`config.mk`:
```
export PLATFORM = sky130hd
export DESIGN_NAME = imem_loader
export DESIGN_NICKNAME = d
export VERILOG_FILES = /design/src/rtl/imem_loader_pkg.sv /design/src/rtl/loader_timeout.sv /design/src/rtl/imem_loader.sv
export SDC_FILE = /design/constraint.sdc
export NUM_CORES = 1
export LEC_CHECK = 0
export CAP_MARGIN = 20
export CORE_MARGIN = 3
export CORE_UTILIZATION = 54
export DETAILED_ROUTE_END_ITERATION = 8
export PLACE_DENSITY = 0.91
export SYNTH_ARGS = -nofsm -noshare
export SYNTH_HDL_FRONTEND = slang
export SYNTH_SLANG_ARGS = --single-unit
```
`constraint.sdc`:
```
create_clock -name clk -period 4.4 [get_ports clk]
set_clock_uncertainty 0.1 [all_clocks]
set_input_delay 0.88 -clock clk [delete_from_list [all_inputs] [get_ports clk]]
set_output_delay 0.88 -clock clk [all_outputs]
set_load 0.05 [all_outputs]
```
`src/rtl/imem_loader_pkg.sv`:
```
// Shared types and frame-format constants for the instruction-memory boot loader.
package imem_loader_pkg;

    typedef enum logic [2:0] {
        IDLE,
        LEN,
        DATA,
        CSUM,
        RUN,
        ERR
    } loader_state_t;

    localparam logic [7:0] SYNC_BYTE_DEFAULT = 8'hA5;
    localparam int         BYTES_PER_WORD    = 4;
    localparam int         WORD_WIDTH        = 32;

    // States in which a frame is being received and the idle timeout runs.
    function automatic logic in_frame(input loader_state_t s);
        return (s == LEN) || (s == DATA) || (s == CSUM);
    endfunction

endpackage

```
`src/rtl/loader_timeout.sv`:
```
// Idle-gap watchdog: reloads on clr, counts down while enabled, flags expiry at zero.
module loader_timeout #(
    parameter int unsigned CYCLES = 1000000
) (
    input  logic clk,
    input  logic rst,
    input  logic clr,
    input  logic en,
    output logic expired
);

    localparam int CW = (CYCLES > 1) ? $clog2(CYCLES) : 1;
    localparam logic [CW-1:0] LOAD = CW'(CYCLES - 1);

    logic [CW-1:0] cnt_q, cnt_d;

    always_comb begin
        cnt_d = cnt_q;
        if (clr) begin
            cnt_d = LOAD;
        end else if (en && (cnt_q != '0)) begin
            cnt_d = cnt_q - 1'b1;
        end
    end

    always_ff @(posedge clk or posedge rst) begin
        if (rst) begin
            cnt_q <= LOAD;
        end else begin
            cnt_q <= cnt_d;
        end
    end

    assign expired = en && (cnt_q == '0);

endmodule

```
`src/rtl/imem_loader.sv`:
```
// Receives a framed program image over a byte stream, writes it into the imem and
// holds the core in reset until the checksum has been verified.
module imem_loader
    import imem_loader_pkg::*;
#(
    parameter int          ADDR_WIDTH     = 5,
    parameter int unsigned TIMEOUT_CYCLES = 1000000,
    parameter logic [7:0]  SYNC_BYTE      = SYNC_BYTE_DEFAULT
) (
    input  logic        clk,
    input  logic        rst,
    input  logic        rx_valid,
    input  logic [7:0]  rx_data,
    output logic [31:0] imem_din,
    output logic [31:0] imem_addr,
    output logic        imem_web,
    output logic        core_rst,
    output logic        busy,
    output logic        done,
    output logic        error
);

    localparam int         IDX_W     = ADDR_WIDTH + 1;
    localparam logic [8:0] MAX_WORDS = 9'(1 << ADDR_WIDTH);

    loader_state_t   state_q, state_d;
    logic [7:0]      len_q, len_d;
    logic [IDX_W-1:0] word_idx_q, word_idx_d;
    logic [1:0]      byte_idx_q, byte_idx_d;
    logic [23:0]     word_buf_q, word_buf_d;
    logic [7:0]      csum_q, csum_d;
    logic [WORD_WIDTH-1:0] imem_din_q, imem_din_d;
    logic [31:0]     imem_addr_q, imem_addr_d;
    logic            imem_web_q, imem_web_d;
    logic            core_rst_q, core_rst_d;
    logic            busy_q, busy_d;
    logic            done_q, done_d;
    logic            error_q, error_d;
    logic            timeout_expired;
    logic [8:0]      words_written;

    loader_timeout #(
        .CYCLES (TIMEOUT_CYCLES)
    ) u_timeout (
        .clk     (clk),
        .rst     (rst),
        .clr     (rx_valid || !in_frame(state_q)),
        .en      (in_frame(state_q)),
        .expired (timeout_expired)
    );

    assign words_written = 9'(word_idx_q) + 9'd1;

    always_comb begin
        state_d     = state_q;
        len_d       = len_q;
        word_idx_d  = word_idx_q;
        byte_idx_d  = byte_idx_q;
        word_buf_d  = word_buf_q;
        csum_d      = csum_q;
        imem_din_d  = imem_din_q;
        imem_addr_d = imem_addr_q;
        imem_web_d  = 1'b1;

        case (state_q)
            IDLE, RUN, ERR: begin
                if (rx_valid && (rx_data == SYNC_BYTE)) begin
                    state_d    = LEN;
                    word_idx_d = '0;
                    byte_idx_d = '0;
                    csum_d     = '0;
                end
            end
            LEN: begin
                if (rx_valid) begin
                    if ((rx_data == 8'h00) || ({1'b0, rx_data} > MAX_WORDS)) begin
                        state_d = ERR;
                    end else begin
                        len_d   = rx_data;
                        csum_d  = csum_q ^ rx_data;
                        state_d = DATA;
                    end
                end else if (timeout_expired) begin
                    state_d = ERR;
                end
            end
            DATA: begin
                if (rx_valid) begin
                    csum_d = csum_q ^ rx_data;
                    case (byte_idx_q)
                        2'd0: word_buf_d[7:0]   = rx_data;
                        2'd1: word_buf_d[15:8]  = rx_data;
                        2'd2: word_buf_d[23:16] = rx_data;
                        default: begin
                            // Fourth byte completes the word; the write pulse is registered
                            // so the FSM keeps accepting bytes in the very next cycle.
                            imem_din_d  = {rx_data, word_buf_q};
                            imem_addr_d = 32'({word_idx_q[ADDR_WIDTH-1:0], 2'b00});
                            imem_web_d  = 1'b0;
                            word_idx_d  = word_idx_q + 1'b1;
                            if (words_written == {1'b0, len_q}) begin
                                state_d = CSUM;
                            end
                        end
                    endcase
                    byte_idx_d = byte_idx_q + 1'b1;
                end else if (timeout_expired) begin
                    state_d = ERR;
                end
            end
            CSUM: begin
                if (rx_valid) begin
                    state_d = (rx_data == csum_q) ? RUN : ERR;
                end else if (timeout_expired) begin
                    state_d = ERR;
                end
            end
            default: state_d = IDLE;
        endcase

        core_rst_d = (state_d != RUN);
        done_d     = (state_d == RUN);
        error_d    = (state_d == ERR);
        busy_d     = in_frame(state_d);
    end

    always_ff @(posedge clk or posedge rst) begin
        if (rst) begin
            state_q     <= IDLE;
            len_q       <= '0;
            word_idx_q  <= '0;
            byte_idx_q  <= '0;
            word_buf_q  <= '0;
            csum_q      <= '0;
            imem_din_q  <= '0;
            imem_addr_q <= '0;
            imem_web_q  <= 1'b1;
            core_rst_q  <= 1'b1;
            busy_q      <= 1'b0;
            done_q      <= 1'b0;
            error_q     <= 1'b0;
        end else begin
            state_q     <= state_d;
            len_q       <= len_d;
            word_idx_q  <= word_idx_d;
            byte_idx_q  <= byte_idx_d;
            word_buf_q  <= word_buf_d;
            csum_q      <= csum_d;
            imem_din_q  <= imem_din_d;
            imem_addr_q <= imem_addr_d;
            imem_web_q  <= imem_web_d;
            core_rst_q  <= core_rst_d;
            busy_q      <= busy_d;
            done_q      <= done_d;
            error_q     <= error_d;
        end
    end

    assign imem_din  = imem_din_q;
    assign imem_addr = imem_addr_q;
    assign imem_web  = imem_web_q;
    assign core_rst  = core_rst_q;
    assign busy      = busy_q;
    assign done      = done_q;
    assign error     = error_q;

endmodule

```
Yosys cells after proc, flatten, opt, wreduce, memory -nomap -nowiden
Index checks and enable logic that the tools add are counted.
{ "totals": {"ff_bits": 113, "inputBits": 11, "out_inout_bits": 69, "elab_cells": 100} }
{ "classes": {"add_sub_neg": 4, "n_lt_le_gt_ge": 1, "eq_ne": 21, "n_mux": 27, "bitwise_logic": 3, "reduce_logical": 28} }
{ "op_table": {"columns": ["cell", "n"], "rows": [
  ["$mux 20", 2],
  ["$mux 8", 4],
  ["$mux 3", 8],
  ["$pmux 8 s3", 1],
  ["$logic_not 20->1", 1],
  ["$reduce_bool 20->1", 1],
  ["$sub 20x1->20 const B", 1],
  ["$mux 6", 3],
  ["$reduce_and 3->1", 6],
  ["$eq 3x2->1 const B", 4],
  ["$eq 3x3->1 const B", 4],
  ["$pmux 3 s4", 1],
  ["$pmux 6 s2", 1],
  ["$ne 2x2->1 const B", 5],
  ["$eq 7x8->1", 1],
  ["$eq 8x8->1", 1],
  ["$eq 8x8->1 const B", 1],
  ["$gt 8x6->1 const B", 1],
  ["$logic_not 8->1", 1],
  ["$xor 8x8->8", 1],
  ["$add 6x1->7 const B", 1],
  ["$add 6x1->6 const B", 1],
  ["$eq 3x1->1 const B", 2],
  ["$logic_or 1x1->1", 6],
  ["other kinds (17)", 26]
]} }

Depth between registers and ports, before layout
Gate-level depths: netlist (run 1).
{ "depth": {"depth_word": 10, "ltp_mapped": 9, "ltp_nobuf": 8} }

By module
From an unflattened synthesis (run 1), not the netlist that was laid out.
{ "unflattened": {"cells_unflattened": 558, "area_unflattened_um2": 5776.8} }
{ "by_module_without_submodules": {"columns": ["mod", "instances", "cells_per_inst", "area_each_um2", "seq_area_each_um2"], "rows": [
  ["imem_loader", 1, 428, 4459.3, 2329.7],
  ["loader_timeout", 1, 130, 1317.5, 515.5]
]} }

Worst setup path before layout (run 1)
No wires, ideal clock.
{ "synth_path": {"path_type": "input to register", "start": "in rx_data[7]", "end": "reg csum_q[0]", "setup_ns": 0.121, "t_arrival_ns": 2.508, "required_ns": 4.179, "path_slack_ns": 1.672, "stages": 8, "path_cell_list": "clkbuf_1 or4b_1 a211o_1 a21boi_1 or3_1 buf_2 o21ai_0 a22o_1"} }
{ "synth_via": {"elab_chain_len": 4, "word_cells_on_any_way": 8, "cone_classes": "1 x order compare; 3 x eq/ne; 4 x reduce/logical"} }
{ "synth_rtl": {"columns": ["item", "line", "source"], "rows": [
  ["start, declared", "imem_loader.sv:13", "input logic [7:0] rx_data,"],
  ["$gt 8x6->1, or another cell as far along", "imem_loader.sv:76", "if ((rx_data == 8'h00) || ({1'b0, rx_data} > MAX_WORDS)) begin"],
  ["$logic_or 1x1->1 or $logic_and 1x1->1 (tied branches)", "imem_loader.sv:76, imem_loader.sv:67", null],
  ["$ne 2x2->1 (no source line)", null, null],
  ["$reduce_and 5->1 (no source line) *", null, null],
  ["end signal, assigned", "imem_loader.sv:148", "csum_q <= csum_d;"],
  ["end, declared", "imem_loader.sv:31", "logic [7:0] csum_q, csum_d;"]
]} }
Mark *: on every way between the ends. The rest lies on a longest branch, timed or not.
A chain may end at the register's enable or synchronous reset.

Worst setup path after layout (run 1)
{ "layout_path": {"start": "in rx_data[1]", "end": "reg csum_q[6]"} }
The elaborated chain is that of the path after synthesis.

==> out/qor.yml, run 1 <==
placedCellCount: 682
cp-end-kind: "register"
drive_gt1_share_pct: 16.8
fillers: 619
crit_type: "in2reg"
die_width_um: 106
grt_pass1_wl_um: 20300
fin_area_um2: 6480
clockBufferDepth: 2
yosys_warnings: 0
globalRouteOverflowTotal: 0
wl_um: 12400
io-pin-count: 80
vias: 4059
drc: 0
max_freq_mhz: 317
cts.repair.resized: 0
critPathLaunchType: "input pin"
clk-insertion-delay-late_ps: 510
wire_per_inst_um: 17.4
synth_top_area_share_pct: 46.1
vias_per_cell: 5.68
drtAntennaViolNets: 0
period_share_pct: 71.6
synth_area_um2: 5380
postCtsSetupRepairBufs: 0
grt_use_total_pct: 23.1
power_density_nw_per_um2: 605
fin_hold_ws_ps: 362
slew_viol_final: 0
htree_levels: 4
postCtsHoldBufs: 0
cts_tree: "yes"
maxCapViolCount: 0
utilization_pct: 68.5
syn2layout_area_growth_pct: 20.5
syn_inst: 521
dp_hpwl_um: 7520
synth_area_leaders: "dfrtp_1, nand2_1, mux2_2, dfstp_2, buf_4"
vdd_drop_max_mv: 0.381
path_max_fanout: 10
slew_headroom_pct: 44.2
grt_pass1_vias: 4087
period_needed_ps: 3150
synth_area_per_cell_um2: 10.3
cp.arrival_ps: 3480
die_area_um2: 11200
setup_tns_ps: 0
ys_top_cells_by_count: "nand2_1, dfrtp_1, mux2_2"
post_dp_cell_area_um2: 5900
ys_ff_latch: 113
async_reset_ff_share_pct: 100
die_height_um: 106
synth_most_common_cell: "nand2_1"
diodes: 0
yosysSeqAreaShare_pct: 52.9
grt_max_degree: 114
finalSetupViolCount: 0
initial_core_util_pct: 56.8
power_leakage_nw: 3.02
fp-row-count: 35
finalHoldViolCount: 0
initialDrtViolationCount: 359
tightest_slew_ps: 834
root_buffer: "clkbuf_8"
core_area_um2: 9460
ys_types: 57
synth_top_flop_cell: "dfrtp_1"
grt_setup_unrepaired: "no"
portBuffers: 52
hp-class: "reg2reg"
cts_buffers: 17
synth-edff-count: 0
layout.cells.non_filler: 714
outcome: "finished clean"
yosysTopAreaCell: "dfrtp_1"
clk_pin_slew_ps: 60
fin_nets: 590
firstDrtPassIters: 6
multi_input_area_um2: 2270
cp.required_ps: 4730
antenna_found_initial: 0
cts.sinks: 113
seq_area_um2: 2850
routabilityCongestion: 0.856
## layer usage
layer  vias up  part of all wire (%)  track usage [%]
li1       1811                     -                -
met1      2032                    40             28.4
met2       194                    51             39.6
met3        22                   6.7             6.00
met4         0                   1.5             7.49
met5         -                     0                0
## area by class of cell
type / instances / share of cell area, %
clock buffers: 23 / 6.90
flip-flops and latches: 113 / 43.9
multi-input cells: 370 / 35.0
clock inverters: 9 / 2.05
well taps: 129 / 2.49
repair buffers: 57 / 8.81
inverters: 13 / 0.792
## where the power goes
| part | switching [mW] | leakage [nW] | internal, mW |
|---|---|---|---|
| registers | 0.177 | 1.49 | 1.28 |
| clock network | 0.465 | 0.276 | 0.876 |
| logic | 0.712 | 1.25 | 0.414 |
| total | 1.35 | 3.02 | 2.57 |
## path summary, 6_finish.rpt
kind                       cells after the start       endpoint  slack (ps)      startpoint
setup / recovery                               8      csum_q[6]        1250      rx_data[1]
hold / removal                                 2   imem_din[20]         360  word_buf_q[20]
setup reg to reg                               7  word_idx_q[2]        1850      state_q[1]
hold reg to reg                                2   imem_din[20]         360  word_buf_q[20]
max in group asynchronous                      3  byte_idx_q[0]        3000             rst
min in group asynchronous                      3   imem_din[11]         760             rst
## cell families after synthesis
logic type,after synthesis,share of synthesized area [%]
buffers and inverters,64,6.66
other,1,0.0698
muxes,38,7.96
and+or+nand+nor,215,18.9
AOI/OAI and AO/OA,56,7.47
DFF,113,52.9
adders and majority gates,7,1.63
xor gates and xnor gates,27,4.40
## cells in the final DEF, fill, tap and decap left out, types with 2 or more instances in the layout
| cell type | synthesis | routed |
|---|---|---|
| clkbuf_16 | 0 | 16 |
| nor2_1 | 22 | 22 |
| xor2_1 | 10 | 10 |
| bufinv_16 | 0 | 3 |
| mux2_2 | 38 | 38 |
| nand4_1 | 3 | 3 |
| nor2b_1 | 17 | 17 |
| dfstp_2 | 14 | 14 |
| buf_4 | 28 | 4 |
| o31ai_1 | 4 | 4 |
| clkinv_2 | 0 | 2 |
| a22o_1 | 9 | 9 |
| nand2b_1 | 2 | 2 |
| dfrtp_1 | 99 | 99 |
| clkbuf_1 | 14 | 5 |
| a21oi_1 | 6 | 6 |
| ha_1 | 7 | 7 |
| o21bai_1 | 2 | 2 |
| nand3_1 | 14 | 14 |
| or4_1 | 5 | 5 |
| conb_1 | 1 | 27 |
| or3_1 | 7 | 7 |
| nor4_1 | 9 | 9 |
| clkbuf_8 | 0 | 2 |
| clkdlybuf4s50_1 | 0 | 52 |
| nor3_1 | 7 | 7 |
| nand2_1 | 115 | 115 |
| and2_1 | 2 | 2 |
| xnor2_1 | 17 | 17 |
| clkinv_4 | 0 | 2 |
| clkinvlp_4 | 0 | 2 |
| o21ai_0 | 20 | 20 |
| inv_1 | 12 | 11 |
## flip-flops by register name, summed over array words and instances, names as in the netlist, 2 cells and up
| signal | flops |
|---|---|
| word_idx_q | 6 |
| word_buf_q | 24 |
| u_timeout.cnt_q | 20 |
| imem_din | 32 |
| csum_q | 8 |
| byte_idx_q | 2 |
| len_q | 8 |
| state_q | 3 |
| imem_addr | 5 |
## critical path, cell delays in order
cell	delay, ps
clkdlybuf4s50_1	660
nor3_1	590
nand4_1	270
a21boi_1	240
buf_4	190
a21oi_1	80
nor2_2	350
a22o_1	210
## metrics by stage
step                      worst slack [ps]  total power, mW
final                                 1250             3.92
after global routing                  1140             4.09
after CTS                             1330             3.93
after detailed placement               851             2.57
after global placement                1010             2.51
after floorplan                        456             2.24
(Power assumes the default switching activity.)
==> inputs of run 2 (changes only) <==
==> constraint.sdc (replaced) <==
create_clock -name clk -period 3.1 [get_ports clk]
set_clock_uncertainty 0.1 [all_clocks]
set_input_delay 0.62 -clock clk [delete_from_list [all_inputs] [get_ports clk]]
set_output_delay 0.62 -clock clk [all_outputs]
set_load 0.05 [all_outputs]
==> run 2 against run 1 <==
  * Via count is 3.6% higher
  * Sequential power is 43% higher
  * Largest power group unchanged
  * Utilization is 1.1 points higher
  * Die area stayed put
  * Final cell count is 1.5% higher
  * Sequential share of layout area is 0.68 points lower
  * Combinational power is 45% higher
  * Global-route usage is 2.5 points higher
  * Highest routed layer unchanged
  * Critical path depth is 1 lower
  * Final area is 1.6% higher
  * First-iteration DRC count is 31% higher
  * Setup slack worse by 880 ps
==> out/qor.yml, run 2 (synthesis gave the netlist of run 1 again) <==
cts_buffers: 17
grt_pass1_vias: 4482
vias_per_cell: 5.80
clk_pin_slew_ps: 60
firstDrtPassIters: 6
maxCapViolCount: 0
netSwitchingFraction_pct: 36.5
crit_start: "rx_data[7]"
core_area_um2: 9460
slew_headroom_pct: 55.5
initialDrtViolationCount: 469
clk-insertion-delay-late_ps: 520
fp-row-count: 35
layout_common_cells: "nand2_1, dfrtp_1, clkdlybuf4s50_1, mux2_2, conb_1"
hold_path_depth: 2
wl_um: 13400
die_width_um: 106
drtAntennaViolNets: 0
fin_nets: 601
cts.repair.resized: 0
placedCellCount: 693
cp.arrival_ps: 3040
setup_tns_ps: 0
crit_type: "in2reg"
dp_hpwl_um: 7870
postCtsSetupRepairBufs: 0
reg2regPathDepth: 6
timing.rr.start: "state_q[1]"
cts_tree: "yes"
io-pin-count: 80
grt-busiest-layer: "met2"
tightest_slew_ps: 666
grt_max_degree: 114
seqPwrFrac_pct: 36.6
final_common_cell: "nand2_1"
clockBufferDepth: 2
initial_core_util_pct: 56.8
postCtsHoldBufs: 0
pre_cts_slack_ps: 83.1
fillers: 607
combPwrFrac_pct: 28.9
vdd_drop_max_mv: 0.689
use_met2_pct: 43.2
finalSetupViolCount: 0
utilization_pct: 69.6
cp.required_ps: 3410
diodes: 0
post_dp_cell_area_um2: 5980
largest_register_ffs: 32
power_mw: 5.68
grt_setup_unrepaired: "no"
htree_levels: 4
period_needed_ps: 2730
critPathLaunchType: "input pin"
outcome: "finished clean"
period_share_pct: 88.1
power_density_nw_per_um2: 864
reg2reg_setup_slack_ps: 400
holdPathEnd: "imem_din[13]"
min-delay-start: "word_buf_q[13]"
grt_pass1_wl_um: 22600
power.switching_mw: 2.07
slew_viol_final: 0
path_max_fanout: 8
internal_power_mw: 3.61
fin_hold_ws_ps: 376
hp-class: "reg2reg"
cp-end-kind: "register"
die_height_um: 106
setup_slack_ps: 368
wire_per_inst_um: 18.4
layout.cells.non_filler: 725
grt_use_total_pct: 25.5
fin_area_um2: 6580
drc: 0
cts.sinks: 113
globalRouteOverflowTotal: 0
portBuffers: 52
antenna_found_initial: 0
finalHoldViolCount: 0
power_leakage_nw: 3.08
max_freq_mhz: 366
vias: 4206
met1_usage_pct: 30.2
die_area_um2: 11200
syn2layout_area_growth_pct: 22.4
use_met3_pct: 7.41
root_buffer: "clkbuf_8"
routabilityCongestion: 0.857
drive_gt1_share_pct: 19.1
pwr-share-clk_pct: 34.5
r2r-end: "csum_q[1]"
-- run 2: cell count changes in the layout (fill, tap and decap cells not counted), sizes merged --
cell	delta
bufinv	-1
clkbuf	-5
clkinv	-2
clkinvlp	+1
inv	+7
buf	+11
-- run 2: layout make-up --
| cell class | instances | area, µm² | share of cell area (%) |
|---|---|---|---|
| tap | 129 | 161 | 2.45 |
| clock buffer | 18 | 428 | 6.50 |
| inverter | 13 | 52.6 | 0.799 |
| multi-input combinational | 370 | 2270 | 34.5 |
| clock inverter | 14 | 170 | 2.59 |
| timing repair buffer | 68 | 653 | 9.93 |
| sequential | 113 | 2850 | 43.2 |
-- run 2: worst max-delay path, cell delays in order --
cell and delay (ps):
clkdlybuf4s50_1 460, or4b_1 540, a211o_1 320, a21boi_1 280
or3_1 330, o21ai_0 200, a22o_1 280
-- run 2: worst max path at each step --
| stage | end | slack [ps] |
|---|---|---|
| 6_report | csum_q[1] | 370 |
| 5_1_grt | csum_q[1] | 350 |
| 4_1_cts | csum_q[1] | 460 |
| 3_5_place_dp | csum_q[7] | 80 |
| 3_3_place_gp | csum_q[5] | 190 |
| 2_1_floorplan | csum_q[0] | 630 |
-- run 2: metal layers --
metal	share of wire [%]	wire length, µm	vias to the layer above
met2	51	6820	242
li1	-	-	1833
met5	0	0	-
met1	38	5070	2077
met4	3.2	431	0
met3	7.8	1050	54
-- run 2: power by group through the flow --
stage / logic [mW] / registers [mW] / clock network [mW]
5_1_grt: 1.74 / 2.11 / 2.05
6_report: 1.64 / 2.08 / 1.96
3_3_place_gp: 1.54 / 2.05 / 0
2_1_floorplan: 0.703 / 2.48 / 0
4_1_cts: 1.64 / 2.07 / 1.97
3_5_place_dp: 1.59 / 2.07 / 0
